File: config.mk
export PLATFORM = sky130hd
export DESIGN_NAME = seven_seg_scanner
export DESIGN_NICKNAME = d
export VERILOG_FILES = /design/src/rtl/seven_seg_scanner_pkg.sv /design/src/rtl/seven_seg_scanner_bcd_to_seg.sv /design/src/rtl/seven_seg_scanner.sv
export SDC_FILE = /design/constraint.sdc
export NUM_CORES = 1
export LEC_CHECK = 0
export ABC_AREA = 1
export ABC_CLOCK_PERIOD_IN_PS = 2900
export CAP_MARGIN = 10
export CORE_ASPECT_RATIO = 0.8
export CORE_MARGIN = 3
export CORE_UTILIZATION = 40
export CTS_BUF_LIST = sky130_fd_sc_hd__clkbuf_2
export CTS_CLUSTER_DIAMETER = 60
export DETAILED_ROUTE_END_ITERATION = 8
export PLACE_DENSITY = 0.67
export SYNTH_ARGS = -nofsm -noshare
export SYNTH_HDL_FRONTEND = slang
export SYNTH_SLANG_ARGS = --single-unit
File: constraint.sdc
create_clock -name clock_in -period 2.9 [get_ports clock_in]
set_clock_uncertainty 0.15 [all_clocks]
set_input_delay 0.58 -clock clock_in [delete_from_list [all_inputs] [get_ports clock_in]]
set_output_delay 0.58 -clock clock_in [all_outputs]
set_load 0.03 [all_outputs]
File: src/rtl/seven_seg_scanner_pkg.sv
// Shared constants for the seven-segment scanner: FSM encoding and active-low {g,f,e,d,c,b,a} patterns.
package seven_seg_scanner_pkg;

  typedef enum logic [1:0] {
    ST_IDLE  = 2'd0,
    ST_BLANK = 2'd1,
    ST_DRIVE = 2'd2
  } state_t;

  localparam logic [6:0] SEG_BLANK = 7'b1111111;
  localparam logic [6:0] SEG_DASH  = 7'b0111111;

  // Entry n is the pattern for decimal digit n.
  localparam logic [9:0][6:0] SEG_DIGITS = {
    7'b0010000, 7'b0000000, 7'b1111000, 7'b0000010, 7'b0010010,
    7'b0011001, 7'b0110000, 7'b0100100, 7'b1111001, 7'b1000000
  };

endpackage

File: src/rtl/seven_seg_scanner_bcd_to_seg.sv
// Combinational BCD to active-low segment decode; non-decimal codes show a dash.
module bcd_to_seg
  import seven_seg_scanner_pkg::*;
(
  input  logic [3:0] bcd_i,
  output logic [6:0] seg_o
);

  always_comb begin
    seg_o = SEG_DASH;
    case (bcd_i)
      4'd0: seg_o = SEG_DIGITS[0];
      4'd1: seg_o = SEG_DIGITS[1];
      4'd2: seg_o = SEG_DIGITS[2];
      4'd3: seg_o = SEG_DIGITS[3];
      4'd4: seg_o = SEG_DIGITS[4];
      4'd5: seg_o = SEG_DIGITS[5];
      4'd6: seg_o = SEG_DIGITS[6];
      4'd7: seg_o = SEG_DIGITS[7];
      4'd8: seg_o = SEG_DIGITS[8];
      4'd9: seg_o = SEG_DIGITS[9];
      default: seg_o = SEG_DASH;
    endcase
  end

endmodule

File: src/rtl/seven_seg_scanner.sv
// Four-digit multiplexed display driver: advances one digit per slow_clk_in edge with dark gaps between digits.
module seven_seg_scanner
  import seven_seg_scanner_pkg::*;
#(
  parameter int BLANK_CYCLES = 4,
  parameter bit LZ_BLANK     = 1'b1
) (
  input  logic        clock_in,
  input  logic        reset_n,
  input  logic        slow_clk_in,
  input  logic        enable,
  input  logic [15:0] value,
  input  logic [3:0]  dp_en,
  output logic [3:0]  anode,
  output logic [6:0]  seg,
  output logic        dp,
  output logic        frame_start
);

  localparam logic [7:0] BLANK_LAST = (BLANK_CYCLES == 0) ? 8'd0 : 8'(BLANK_CYCLES - 1);

  logic sync1_q, sync2_q, edge_q;
  logic tick;

  always_ff @(posedge clock_in or negedge reset_n) begin
    if (!reset_n) begin
      sync1_q <= 1'b0;
      sync2_q <= 1'b0;
      edge_q  <= 1'b0;
    end else begin
      sync1_q <= slow_clk_in;
      sync2_q <= sync1_q;
      edge_q  <= sync2_q;
    end
  end

  assign tick = sync2_q & ~edge_q;

  state_t      state_q;
  logic [1:0]  idx_q;
  logic [7:0]  cnt_q;
  logic [15:0] snap_val_q;
  logic [3:0]  snap_dp_q;
  logic [3:0]  anode_q;
  logic [6:0]  seg_q;
  logic        dp_q;
  logic        frame_start_q;

  logic        enter_drive;
  logic [1:0]  drv_idx;
  logic        load_snap;
  logic [15:0] src_val;
  logic [3:0]  src_dp;
  logic [3:0]  digit;
  logic [6:0]  digit_seg;
  logic        lz_hide;

  // BLANK already holds the advanced index; a zero-length blank advances on the way into DRIVE.
  always_comb begin
    drv_idx     = (state_q == ST_BLANK) ? idx_q : idx_q + 2'd1;
    enter_drive = 1'b0;
    if (enable) begin
      if (state_q == ST_BLANK) begin
        enter_drive = (cnt_q == BLANK_LAST);
      end else if (BLANK_CYCLES == 0) begin
        enter_drive = tick;
      end
    end
  end

  // Digit 0 decodes straight from the inputs being captured so the whole frame uses one snapshot.
  assign load_snap = enter_drive && (drv_idx == 2'd0);
  assign src_val   = load_snap ? value : snap_val_q;
  assign src_dp    = load_snap ? dp_en : snap_dp_q;
  assign digit     = src_val[{drv_idx, 2'b00} +: 4];
  assign lz_hide   = LZ_BLANK && (drv_idx != 2'd0) && ((src_val >> {drv_idx, 2'b00}) == 16'd0);

  bcd_to_seg u_dec (
    .bcd_i (digit),
    .seg_o (digit_seg)
  );

  always_ff @(posedge clock_in or negedge reset_n) begin
    if (!reset_n) begin
      state_q       <= ST_IDLE;
      idx_q         <= 2'd3;
      cnt_q         <= 8'd0;
      snap_val_q    <= 16'd0;
      snap_dp_q     <= 4'd0;
      anode_q       <= 4'hF;
      seg_q         <= SEG_BLANK;
      dp_q          <= 1'b1;
      frame_start_q <= 1'b0;
    end else begin
      frame_start_q <= 1'b0;
      if (!enable) begin
        state_q <= ST_IDLE;
        anode_q <= 4'hF;
        seg_q   <= SEG_BLANK;
        dp_q    <= 1'b1;
      end else if (enter_drive) begin
        state_q       <= ST_DRIVE;
        idx_q         <= drv_idx;
        anode_q       <= ~(4'b0001 << drv_idx);
        seg_q         <= lz_hide ? SEG_BLANK : digit_seg;
        dp_q          <= ~src_dp[drv_idx];
        frame_start_q <= (drv_idx == 2'd0);
        if (load_snap) begin
          snap_val_q <= value;
          snap_dp_q  <= dp_en;
        end
      end else begin
        case (state_q)
          ST_BLANK: cnt_q <= cnt_q + 8'd1;
          ST_IDLE, ST_DRIVE: begin
            if (tick) begin
              state_q <= ST_BLANK;
              idx_q   <= idx_q + 2'd1;
              cnt_q   <= 8'd0;
              anode_q <= 4'hF;
              seg_q   <= SEG_BLANK;
              dp_q    <= 1'b1;
            end
          end
          default: state_q <= ST_IDLE;
        endcase
      end
    end
  end

  assign anode       = anode_q;
  assign seg         = seg_q;
  assign dp          = dp_q;
  assign frame_start = frame_start_q;

endmodule
==> impl_metrics.env <==
export IMPL_place_congestion=0.834
export IMPL_min_path_type="in -> async"
export IMPL_grt_pass1_wl_um=10600
export IMPL_period_share_pct=93.1
export IMPL_ir_worst_vdd_uv=322
export IMPL_max_stage_delay_ns=0.63
export IMPL_fillers=620
export IMPL_critical_path_cell_chain="nand2_1, nand3_4, nand3_4, nor2_8, buf_4, nand2_1, nand3_1, nand2_1, inv_1, nand2_1, inv_2, ha_1, inv_1, nor2_1, nand3_2, inv_2, nand3_1, nand3_1, nand2_1, inv_1"
export IMPL_io_pins=37
export IMPL_yosysSeqAreaShare_pct=42.5
export IMPL_core_um2=6670
export IMPL_syn_inst=372
export IMPL_area_delta_synth_final_pct=26.7
export IMPL_wl_per_cell_um=12.2
export IMPL_first_pass_iters=4
export IMPL_synth_seq_cells=48
export IMPL_first_global_vias=2292
export IMPL_drive_gt1_share_pct=24.6
export IMPL_p_total_uw=2660
export IMPL_yosys_warnings=0
export IMPL_cts_root_buffer="clkbuf_2"
export IMPL_cp_top_family="simple AND/OR/NAND/NOR gates"
export IMPL_grtUsageTotal_pct=16.3
export IMPL_path_common_cell="nand2_1"
export IMPL_worst_endpoint_arrival_ns=2.92
export IMPL_sequentialPowerShare_pct=32.1
export IMPL_htreeDepth=2
export IMPL_clk_pin_slew_ns=0.26
export IMPL_cp_end_kind="register"
export IMPL_fp_dieArea_um2=8220
export IMPL_num_rows=26
export IMPL_maxSlewViolCount=0
export IMPL_syn_area_um2=2870
export IMPL_numCtsBuffers=5
export IMPL_final_area_um2=3630
export IMPL_grt_ovfl_total=0
export IMPL_clockPowerShare_pct=10.1
export IMPL_slew_headroom_pct=59.2
export IMPL_cp_slowest_cell="dfstp_2"
export IMPL_leakage_uw=0.00184
export IMPL_comb_power_share_pct=57.7
export IMPL_p_int_uw=1490
export IMPL_routed_wl_um=6460
export IMPL_io_buffers=36
export IMPL_ant_nets=0
export IMPL_cts_tree="done"
export IMPL_clk_path_buf_depth=2
export IMPL_dp_hpwl_um=4710
export IMPL_place_area_um2=3440
export IMPL_setup_viol=0
export IMPL_antenna_found_initial=0
export IMPL_clock_sinks=48
export IMPL_worst_pin_slew_ns=0.611
export IMPL_ys_types=35
export IMPL_worstPathRequired_ns=3.12
export IMPL_status="finished clean"
export IMPL_critical_path_class="reg -> reg"
export IMPL_multi_input_area_um2=1340
export IMPL_switchingPower_uw=1170
export IMPL_clkLatencyLatePin_ns=0.43
export IMPL_initial_core_util_pct=43.0
export IMPL_grt_max_degree=49
export IMPL_finalSetupTns_ns=0
export IMPL_vias=2470
export IMPL_regArea_um2=1220
export IMPL_syn_nets=402
export IMPL_vias_per_cell=4.65
export IMPL_p_sw_share_pct=43.8
export IMPL_die_h_um=81.7
export IMPL_max_cap_viol_count=0
export IMPL_powerDensity_nw_per_um2=733
export IMPL_n_antenna_cell=0
export IMPL_path_buf_inv=6
export IMPL_die_x_um=101
export IMPL_crit_path_max_fanout=7
export IMPL_period_needed_ns=2.70
export IMPL_finalNetCount=476
export IMPL_hold_violations=0
export IMPL_critPathLaunchType="register"
export IMPL_max_freq_mhz=370
export IMPL_drt_initial_drc_count=111
export IMPL_avgSynthCellArea_um2=7.70
export IMPL_post_route_drc_count=0
export IMPL_final_util_pct=54.4
==> sequential cells by signal, summed over array words and instances (netlist names) <==
name	flops
anode	4
cnt_q	8
dp	1
edge_q	1
frame_start	1
idx_q	2
seg	7
snap_dp_q	4
snap_val_q	16
state_q	2
sync1_q	1
sync2_q	1
==> what timing repair did <==
action | CTS | global route
buffers inserted | 0 | 13
hold buffers | 0 | 0
endpoints found under the hold margin | 0 | 0
endpoints found under the setup margin | 0 | 7
resized for setup | 0 | 13
==> placed cells by master (no fill, tap or decap), types with 4 or more instances in the layout <==
cell             instances
nand2_1                 90
inv_1                   65
buf_4                   37
clkdlybuf4s50_1         35
nand3_1                 34
dfrtp_1                 34
nor2_1                  28
dfstp_2                 14
nand2_2                 12
a21oi_1                 11
inv_2                    9
o21ai_0                  9
and2_1                   9
nor2_2                   6
ha_1                     5
clkbuf_2                 5
nor3_1                   4
nand3_2                  4
==> Yosys cell counts <==
library cell | instances | share of area [%]
clkbuf_1 | 1 | 0.13
dfstp_2 | 14 | 13
nor3_1 | 4 | 0.70
buf_8 | 1 | 0.52
bufinv_8 | 1 | 0.61
nand2_2 | 14 | 3.1
or2_2 | 3 | 0.66
nand3_1 | 35 | 6.1
nand3b_1 | 1 | 0.26
nor2_1 | 29 | 3.8
o211ai_2 | 1 | 0.44
clkinv_1 | 1 | 0.13
and2_1 | 9 | 2.0
o21ai_2 | 1 | 0.31
o21ai_0 | 9 | 1.6
nor3_2 | 1 | 0.35
ha_1 | 6 | 2.6
a21oi_1 | 11 | 1.9
o41ai_1 | 1 | 0.31
inv_1 | 67 | 8.8
nor2_2 | 5 | 1.1
buf_6 | 4 | 1.6
xor2_1 | 1 | 0.31
nand3_4 | 1 | 0.61
dfrtp_1 | 34 | 30
o21a_1 | 1 | 0.26
inv_2 | 7 | 0.92
nand2_4 | 3 | 1.2
nor3b_1 | 2 | 0.52
nand2_1 | 90 | 12
o211ai_1 | 2 | 0.52
nor2_4 | 2 | 0.79
nand3_2 | 5 | 1.7
o21ai_1 | 3 | 0.52
nor2_8 | 2 | 1.4
==> power by group through the flow <==
| stage | sequential [µW] | combinational [µW] | clock [µW] |
|---|---|---|---|
| floorplan | 859 | 992 | 0 |
| detailed placement | 865 | 1380 | 0 |
| global placement | 861 | 1370 | 0 |
| global route | 867 | 1730 | 306 |
| finish | 855 | 1540 | 270 |
| CTS | 854 | 1390 | 284 |
==> path summary, 6_finish.rpt <==
path / from / slack [ns] / to / cells after the start
max: idx_q[1] / 0.20 / seg[1] / 20
min: reset_n / 0.05 / snap_val_q[2] / 2
max reg2reg: idx_q[1] / 0.20 / seg[1] / 20
min reg2reg: sync1_q / 0.24 / sync2_q / 0
max in group asynchronous: reset_n / 2.12 / edge_q / 2
min in group clock_in: sync1_q / 0.24 / sync2_q / 0
==> cells by family (layout without fill, tap and decap cells) <==
group           count (synthesis)  count (layout)  share of synthesized area, %
fa+ha+maj                       6               6                          2.62
flops                          48              48                          42.5
buf+inv                        82             157                          12.7
compound gates                 29              29                          5.85
xor+xnor                        1               1                         0.306
simple gates                  206             206                          36.0
==> layout make-up <==
cell class              count  area share, %
clock buffers               5          0.689
clock inverters             3          0.379
inverters                  76           8.24
multi-input cells         242           36.8
flip-flops and latches     48           33.6
well taps                  84           2.89
repair buffers             73           17.4
==> worst register-to-register path, cell delays in order, from the launching register on <==
cell	delay, ns
dfstp_2	0.63
nand2_1	0.13
nand3_4	0.15
nand3_4	0.11
nor2_8	0.14
buf_4	0.13
nand2_1	0.06
nand3_1	0.08
nand2_1	0.06
inv_1	0.06
nand2_1	0.07
inv_2	0.07
ha_1	0.14
inv_1	0.05
nor2_1	0.12
nand3_2	0.11
inv_2	0.05
nand3_1	0.09
nand3_1	0.11
nand2_1	0.06
inv_1	0.05
==> per-layer routing <==
layer / global-route usage [%] / vias up / wire length, µm
met5: 0 / - / 0
met4: 4.04 / 0 / 48
met3: 3.06 / 6 / 310
met2: 25.0 / 50 / 2720
met1: 23.6 / 1136 / 3380
li1: - / 1278 / -
==> metrics by stage <==
stage          setup slack [ns]  hold slack (ns)  instances
2_1_floorplan             0.353            0.134        372
3_3_place_gp            -0.0413            0.184        510
3_5_place_dp             -0.104            0.190        510
4_1_cts                  0.0782           0.0608        518
5_1_grt                 -0.0130           0.0762        531
6_report                  0.199           0.0473        531
Note: power is estimated with default switching activity, not from simulation.
